**config.mk**
```make
export PLATFORM = sky130hd
export DESIGN_NAME = axi_burst_slave
export DESIGN_NICKNAME = d
export VERILOG_FILES = /design/src/rtl/axi_pkg.sv /design/src/rtl/axi_slave_mem.sv /design/src/rtl/axi_burst_slave.sv
export SDC_FILE = /design/constraint.sdc
export NUM_CORES = 1
export LEC_CHECK = 0
export BUFFER_PORTS_ARGS = -buffer_cell sky130_fd_sc_hd__buf_2
export CAP_MARGIN = 20
export CORE_MARGIN = 4
export CORE_UTILIZATION = 50
export CTS_CLUSTER_SIZE = 14
export DETAILED_ROUTE_END_ITERATION = 12
export PLACE_DENSITY_LB_ADDON = 0.2
export REMOVE_ABC_BUFFERS = 1
export SLEW_MARGIN = 40
export SYNTH_ARGS = -nofsm -noshare
export SYNTH_HDL_FRONTEND = slang
export SYNTH_SLANG_ARGS = --single-unit
export TNS_END_PERCENT = 20
```
**constraint.sdc**
```tcl
create_clock -name ACLK -period 2.52 [get_ports ACLK]
set_input_delay 0.252 -clock ACLK [delete_from_list [all_inputs] [get_ports ACLK]]
set_output_delay 0.252 -clock ACLK [all_outputs]
set_load 0.01 [all_outputs]
```
**src/rtl/axi_pkg.sv**
```systemverilog
// Shared AXI encodings used by both master and slave sides of the codebase.
// Burst types, response codes and a burst-support helper.
package axi_pkg;

  typedef enum logic [1:0] {
    BURST_FIXED = 2'd0,
    BURST_INCR  = 2'd1,
    BURST_WRAP  = 2'd2,
    BURST_RSVD  = 2'd3
  } burst_t;

  localparam logic [1:0] RESP_OKAY   = 2'b00;
  localparam logic [1:0] RESP_SLVERR = 2'b10;

  function automatic logic burst_supported(input logic [1:0] burst);
    return (burst == BURST_FIXED) || (burst == BURST_INCR);
  endfunction

endpackage

```
**src/rtl/axi_slave_mem.sv**
```systemverilog
// Word-organised storage for the burst slave: byte-enabled write port and
// one registered read port (read returns pre-write data on same-word collision).
module axi_slave_mem #(
  parameter int unsigned WORDS = 16
) (
  input  logic                       ACLK,
  input  logic                       we,
  input  logic [3:0]                 wstrb,
  input  logic [$clog2(WORDS)-1:0]   waddr,
  input  logic [31:0]                wdata,
  input  logic                       re,
  input  logic [$clog2(WORDS)-1:0]   raddr,
  output logic [31:0]                rdata
);

  logic [31:0] mem [WORDS];

  always_ff @(posedge ACLK) begin
    if (we) begin
      for (int unsigned b = 0; b < 4; b++) begin
        if (wstrb[b]) mem[waddr][8*b +: 8] <= wdata[8*b +: 8];
      end
    end
    if (re) rdata <= mem[raddr];
  end

endmodule

```
**src/rtl/axi_burst_slave.sv**
```systemverilog
// AXI4 burst slave with independent write (AW/W/B) and read (AR/R) engines
// over a small internal word memory; FIXED and INCR bursts, 4-byte beats.
module axi_burst_slave
  import axi_pkg::*;
#(
  parameter int unsigned MEM_WORDS = 16,
  parameter logic [31:0] BASE_ADDR = 32'h0000_0000
) (
  input  logic        ACLK,
  input  logic        ARESETn,
  input  logic [3:0]  S_AXI_AWID,
  input  logic [31:0] S_AXI_AWADDR,
  input  logic [7:0]  S_AXI_AWLEN,
  input  logic [1:0]  S_AXI_AWBURST,
  input  logic        S_AXI_AWVALID,
  output logic        S_AXI_AWREADY,
  input  logic [31:0] S_AXI_WDATA,
  input  logic [3:0]  S_AXI_WSTRB,
  input  logic        S_AXI_WLAST,
  input  logic        S_AXI_WVALID,
  output logic        S_AXI_WREADY,
  output logic [3:0]  S_AXI_BID,
  output logic [1:0]  S_AXI_BRESP,
  output logic        S_AXI_BVALID,
  input  logic        S_AXI_BREADY,
  input  logic [3:0]  S_AXI_ARID,
  input  logic [31:0] S_AXI_ARADDR,
  input  logic [7:0]  S_AXI_ARLEN,
  input  logic [1:0]  S_AXI_ARBURST,
  input  logic        S_AXI_ARVALID,
  output logic        S_AXI_ARREADY,
  output logic [3:0]  S_AXI_RID,
  output logic [31:0] S_AXI_RDATA,
  output logic [1:0]  S_AXI_RRESP,
  output logic        S_AXI_RLAST,
  output logic        S_AXI_RVALID,
  input  logic        S_AXI_RREADY
);

  localparam int unsigned IDX_W        = $clog2(MEM_WORDS);
  localparam logic [31:0] SPAN         = 32'(4 * MEM_WORDS);
  localparam logic [31:0] BASE_ALIGNED = {BASE_ADDR[31:2], 2'b00};

  typedef enum logic [1:0] {W_IDLE, W_DATA, W_RESP} w_state_t;
  typedef enum logic       {R_IDLE, R_DATA}         r_state_t;

  w_state_t w_state, w_state_nxt;
  r_state_t r_state, r_state_nxt;
  logic     init_done;

  logic [3:0]  aw_id;
  logic [31:0] w_addr;
  logic [7:0]  w_len;
  logic [1:0]  w_burst;
  logic [8:0]  w_cnt;
  logic        w_wrapped, w_over, w_err;
  logic [1:0]  b_resp;

  logic [3:0]  r_id;
  logic [31:0] r_addr;
  logic [7:0]  r_len;
  logic [1:0]  r_burst;
  logic [8:0]  r_cnt;
  logic        r_wrapped, r_err;

  logic        aw_hs, w_hs, ar_hs, r_hs, r_last, r_incr;
  logic [32:0] w_addr_inc, r_addr_inc;
  logic [31:0] w_off, r_nxt_addr, ld_addr, ld_off;
  logic [1:0]  ld_burst;
  logic        w_beat_bad, r_nxt_wrap, ld_wrap, ld_bad, mem_we, mem_re;
  logic [31:0] mem_rdata;

  assign aw_hs = S_AXI_AWVALID && S_AXI_AWREADY;
  assign w_hs  = S_AXI_WVALID && S_AXI_WREADY;
  assign ar_hs = S_AXI_ARVALID && S_AXI_ARREADY;
  assign r_hs  = S_AXI_RVALID && S_AXI_RREADY;

  // Low address bits survive the subtraction but cannot affect a compare against a multiple of 4.
  assign w_addr_inc = {1'b0, w_addr} + 33'd4;
  assign w_off      = w_addr - BASE_ALIGNED;
  assign w_beat_bad = !burst_supported(w_burst) || w_wrapped || w_over || (w_off >= SPAN);
  assign mem_we     = w_hs && !w_beat_bad;

  assign r_incr     = (r_burst == BURST_INCR);
  assign r_last     = (r_cnt == {1'b0, r_len});
  assign r_addr_inc = {1'b0, r_addr} + 33'd4;
  assign r_nxt_addr = r_incr ? r_addr_inc[31:0] : r_addr;
  assign r_nxt_wrap = r_wrapped || (r_incr && r_addr_inc[32]);

  // The read port is loaded one cycle ahead: from AR on the address handshake, else the next beat.
  assign ld_addr  = (r_state == R_IDLE) ? S_AXI_ARADDR  : r_nxt_addr;
  assign ld_burst = (r_state == R_IDLE) ? S_AXI_ARBURST : r_burst;
  assign ld_wrap  = (r_state == R_IDLE) ? 1'b0          : r_nxt_wrap;
  assign ld_off   = ld_addr - BASE_ALIGNED;
  assign ld_bad   = !burst_supported(ld_burst) || ld_wrap || (ld_off >= SPAN);
  assign mem_re   = ar_hs || (r_hs && !r_last);

  axi_slave_mem #(.WORDS(MEM_WORDS)) u_mem (
    .ACLK  (ACLK),
    .we    (mem_we),
    .wstrb (S_AXI_WSTRB),
    .waddr (w_off[IDX_W+1:2]),
    .wdata (S_AXI_WDATA),
    .re    (mem_re),
    .raddr (ld_off[IDX_W+1:2]),
    .rdata (mem_rdata)
  );

  always_ff @(posedge ACLK) begin
    if (!ARESETn) begin
      w_state   <= W_IDLE;
      r_state   <= R_IDLE;
      init_done <= 1'b0;
    end else begin
      w_state   <= w_state_nxt;
      r_state   <= r_state_nxt;
      init_done <= 1'b1;
    end
  end

  always_comb begin
    w_state_nxt   = w_state;
    S_AXI_AWREADY = 1'b0;
    S_AXI_WREADY  = 1'b0;
    S_AXI_BVALID  = 1'b0;
    unique case (w_state)
      W_IDLE: begin
        S_AXI_AWREADY = init_done;
        if (S_AXI_AWVALID && init_done) w_state_nxt = W_DATA;
      end
      W_DATA: begin
        S_AXI_WREADY = 1'b1;
        if (S_AXI_WVALID && S_AXI_WLAST) w_state_nxt = W_RESP;
      end
      W_RESP: begin
        S_AXI_BVALID = 1'b1;
        if (S_AXI_BREADY) w_state_nxt = W_IDLE;
      end
      default: w_state_nxt = W_IDLE;
    endcase
  end

  always_comb begin
    r_state_nxt   = r_state;
    S_AXI_ARREADY = 1'b0;
    S_AXI_RVALID  = 1'b0;
    unique case (r_state)
      R_IDLE: begin
        S_AXI_ARREADY = init_done;
        if (S_AXI_ARVALID && init_done) r_state_nxt = R_DATA;
      end
      R_DATA: begin
        S_AXI_RVALID = 1'b1;
        if (S_AXI_RREADY && r_last) r_state_nxt = R_IDLE;
      end
      default: r_state_nxt = R_IDLE;
    endcase
  end

  always_ff @(posedge ACLK) begin
    if (!ARESETn) begin
      aw_id     <= '0;
      w_addr    <= '0;
      w_len     <= '0;
      w_burst   <= '0;
      w_cnt     <= '0;
      w_wrapped <= 1'b0;
      w_over    <= 1'b0;
      w_err     <= 1'b0;
      b_resp    <= RESP_OKAY;
    end else if (aw_hs) begin
      aw_id     <= S_AXI_AWID;
      w_addr    <= S_AXI_AWADDR;
      w_len     <= S_AXI_AWLEN;
      w_burst   <= S_AXI_AWBURST;
      w_cnt     <= '0;
      w_wrapped <= 1'b0;
      w_over    <= 1'b0;
      w_err     <= 1'b0;
    end else if (w_hs) begin
      if (w_burst == BURST_INCR) begin
        w_addr    <= w_addr_inc[31:0];
        w_wrapped <= w_wrapped || w_addr_inc[32];
      end
      w_cnt <= w_cnt + 9'd1;
      if (w_cnt == {1'b0, w_len} && !S_AXI_WLAST) w_over <= 1'b1;
      w_err <= w_err || w_beat_bad;
      if (S_AXI_WLAST)
        b_resp <= (w_err || w_beat_bad || (w_cnt != {1'b0, w_len})) ? RESP_SLVERR : RESP_OKAY;
    end
  end

  always_ff @(posedge ACLK) begin
    if (!ARESETn) begin
      r_id      <= '0;
      r_addr    <= '0;
      r_len     <= '0;
      r_burst   <= '0;
      r_cnt     <= '0;
      r_wrapped <= 1'b0;
      r_err     <= 1'b0;
    end else if (ar_hs) begin
      r_id      <= S_AXI_ARID;
      r_addr    <= S_AXI_ARADDR;
      r_len     <= S_AXI_ARLEN;
      r_burst   <= S_AXI_ARBURST;
      r_cnt     <= '0;
      r_wrapped <= 1'b0;
      r_err     <= ld_bad;
    end else if (r_hs && !r_last) begin
      r_addr    <= r_nxt_addr;
      r_wrapped <= r_nxt_wrap;
      r_cnt     <= r_cnt + 9'd1;
      r_err     <= ld_bad;
    end
  end

  assign S_AXI_BID   = aw_id;
  assign S_AXI_BRESP = b_resp;
  assign S_AXI_RID   = r_id;
  assign S_AXI_RLAST = (r_state == R_DATA) && r_last;
  assign S_AXI_RDATA = ((r_state == R_DATA) && !r_err) ? mem_rdata : '0;
  assign S_AXI_RRESP = ((r_state == R_DATA) && r_err) ? RESP_SLVERR : RESP_OKAY;

endmodule

```
==> run_results.csv <==
group,metric,value,unit
clock_tree,cts_tree,"yes",
worst_setup_path,cp-end-kind,"register",
floorplan,dieHeight,242,um
clock_tree,cts_buffers,69,
drt,drt-initial-drc-count,1416,
drt,routed_wl,65.2,mm
final_layout,fill_cells,3886,
power,combPwrFrac,0.098,
place,place_congestion,0.858,
worst_setup_path,critical-path-top-delay-family,"compound AO/OA/AOI/OAI gates",
drt,drc,0,
worst_setup_path,worst-r2r-cell-count,7,
hold_path,whs_path_depth,4,
grt,grt_pass1_wl,99.1,mm
sta,fmax,408,MHz
worst_setup_path,path_cells,"nand4_2 > or4_4 > o31ai_2 > nand4_1 > a211o_1 > a2111oi_2 > a21oi_1",
grt,grt_usage,0.218,
sta,finalMaxSlewViolations,0,
place,placed_area,30100,um2
worst_setup_path,start_kind,"register",
floorplan,initial_core_util,0.506,
power,clkPwrFrac,0.399,
grt,antenna_found_initial,2,
worst_setup_path,worstSetupPathType,"register to register",
power,p_sw_frac,0.224,
worst_setup_path,slowest_stage,"or4_4",
grt,grt_max_degree,52,
sta,fin_hold_ws,39.1,ps
clock_tree,cts.clk_slew.worst_paths,60,ps
worst_setup_path,critical_path.max_stage_delay,590,ps
clock_tree,numClockSinks,660,
yosys,syn_area_per_cell,15.4,um2
sta,clock_skew,27.1,ps
power,peakVddDrop,599,uV
power,p_int,18.7,mW
final_layout,fin_cells,2930,
yosys,synthDistinctLibCells,61,
final_layout,final_cell_mix,"544 x edfxtp_1, 179 x buf_2, 157 x nor2_1",
clock_tree,insertion_delay,600,ps
floorplan,core,53900,um2
floorplan,num_rows,85,
drt,ant_nets,0,
drt,dr_total_vias,16800,
yosys,synth_area,27300,um2
sta,relSlewSlack,0.625,
yosys,synth_ff_type,"edfxtp_1",
sta,fin_crit,2450,ps
outcome,outcome,"finished, final reports clean",
grt,grt_pass1_vias,17100,
worst_setup_path,cp_max_fo,6,
yosys,synth_cells,1765,
drt,detail_route.vias_per_cell,5.75,
sta,finalCritPeriodShare,0.973,
final_layout,drive_gt1_frac,0.271,
final_layout,mostFrequentLayoutCell,"edfxtp_1",
power,p_leak,11.7,nW
floorplan,io_pins,186,
drt,wl_per_cell,22.3,um
sta,fin_ws,68.9,ps
grt,grt_overflow_total,0,
yosys,ys_warn_count,0,
yosys,yosysSeqAreaShare,0.684,
run,cap_violations,0,
final_layout,area_growth,22.8,%
clock_tree,clock_path_buffers,3,
hold_path,hp-class,"input port to register",
worst_setup_path,cp.depth,7,
place,dpl.hpwl,40.4,mm
power,seq_power_share,0.502,
floorplan,die_w,242,um
worst_setup_path,worst-path-buf-inv,0,
clock_tree,cts.root.buffer_cell,"clkbuf_16",
clock_tree,cts_htree_levels,3,
sta,finalHoldViolations,0,
worst_setup_path,critPathArrivalTime,2920,ps
sta,worstMarginPinSlew,563,ps
yosys,synth-edff-count,544,
sta,finalSetupViolations,0,
place,numPlacedInstances,2693,
final_layout,nets,2320,
place,pre_cts_ws,-44.9,ps
floorplan,dieArea,58300,um2
power,power_density,718,nW/um2
power,p_sw,5.38,mW
place,io_buffers,179,
sta,rsz0062_at_grt,"true",
worst_setup_path,worstPathRequired,2990,ps
drt,dr.pass1.iters,8,
final_layout,final_area,33500,um2
yosys,async_flop_share,0,
yosys,yosys_register_bits,660,
[power by group through the flow]
| stage | Sequential, mW | Combinational, mW | Clock [mW] |
|---|---|---|---|
| final | 12.1 | 2.36 | 9.60 |
| after global routing | 12.1 | 2.54 | 10.3 |
| after CTS | 12.1 | 2.25 | 9.82 |
| after detailed placement | 12.3 | 2.11 | 0 |
| after global placement | 12.3 | 2.07 | 0 |
| after floorplan | 12.3 | 1.72 | 0 |
[registers in the layout, summed over array words and instances (netlist names), 2 cells and up]
| name | flops |
|---|---|
| r_len | 8 |
| r_addr | 30 |
| w_state | 2 |
| w_addr | 30 |
| r_burst | 2 |
| w_burst | 2 |
| S_AXI_RID | 4 |
| w_len | 8 |
| u_mem.rdata | 32 |
| u_mem.mem | 512 |
| r_cnt | 9 |
| w_cnt | 9 |
| S_AXI_BID | 4 |
[worst paths after layout]
path / startpoint / to / slack, ps
worst max-delay path: r_addr[10] / r_err / 70
worst max register to register: r_addr[10] / r_err / 70
worst min-delay path: S_AXI_ARADDR[10] / r_addr[10] / 40
worst min register to register: S_AXI_BID[1] / S_AXI_BID[1] / 460
[cell type report]
class | count | area, um2 | area share
diodes | 1 | 2.50 | 0.0000747
clock buffers | 94 | 1940 | 0.0579
clock inverters | 33 | 205 | 0.00613
inverters | 12 | 45.0 | 0.00135
multi-input cells | 988 | 8250 | 0.246
flip-flops and latches | 660 | 18700 | 0.557
well taps | 696 | 871 | 0.0260
repair buffers | 446 | 3510 | 0.105
[tightest hold or removal path, delay by kind of cell]
kind | cells | cell delay [ps]
AO/OA/AOI/OAI | 2 | 180
buffers and inverters | 1 | 100
AND/OR/NAND/NOR | 1 | 50
[through the flow]
stage	power (mW)	TNS, ps	util
after floorplan	14.0	-369970	-
after global placement	14.4	0	0.557
after detailed placement	14.4	-83.8	0.557
after CTS	24.1	-3.04	0.615
after global routing	24.9	-22.4	0.621
final	24.0	0	0.621
[Yosys cell counts, types with 2 or more instances]
master / count / share of area
clkbuf_1: 68 / 0.0094
buf_2: 31 / 0.0057
a21oi_1: 78 / 0.014
a41oi_1: 3 / 0.00096
dfxtp_1: 116 / 0.085
or4_1: 2 / 0.00055
o21ai_0: 33 / 0.0061
nor3_1: 25 / 0.0046
nand4_1: 26 / 0.0060
nand4b_1: 3 / 0.00096
xor2_1: 42 / 0.013
nor4_1: 20 / 0.0046
xnor2_1: 27 / 0.0087
nand3_1: 27 / 0.0050
a31o_2: 2 / 0.00064
a211oi_1: 29 / 0.0080
o211ai_1: 2 / 0.00055
a311oi_1: 5 / 0.0016
nand2b_1: 2 / 0.00046
and4_1: 8 / 0.0026
inv_1: 12 / 0.0017
and4b_1: 2 / 0.00073
and3_1: 17 / 0.0039
a21o_1: 2 / 0.00055
nor2_1: 157 / 0.022
and2_1: 39 / 0.0089
o21a_1: 2 / 0.00055
buf_1: 4 / 0.00055
a31oi_1: 15 / 0.0034
mux4_2: 128 / 0.11
mux2i_1: 99 / 0.036
a221oi_1: 4 / 0.0013
or3_1: 8 / 0.0018
o31ai_1: 3 / 0.00083
buf_4: 3 / 0.00083
nor2b_1: 9 / 0.0021
nand2_1: 134 / 0.018
a32oi_1: 4 / 0.0013
nor3b_1: 3 / 0.00083
ha_1: 7 / 0.0032
edfxtp_1: 544 / 0.60
[metal layers]
metal,wire [um],GRT usage
met5,13,0
met4,1450,0.0577
met3,3960,0.0418
met2,32200,0.360
met1,27500,0.301
[cells by family (layout without fill, tap and decap cells)]
family          Yosys count  count (layout)  synth area share
fa+ha+maj                 7               7           0.00321
flops                   660             660             0.684
other cells               1               3          0.000138
xor+xnor                 69              69            0.0222
simple gates            491             491            0.0864
buf+inv                 118             585            0.0181
mux                     228             228             0.142
compound gates          191             191            0.0433
[repair_timing]
item	in CTS	in global routing
endpoints found under the setup margin	5	48
hold endpoints to repair	142	0
buffers inserted	0	6
gates cloned	0	6
pin swaps	0	2
gates resized for setup	5	16
hold buffers	97	0
Note: power is estimated with default switching activity, not from simulation.
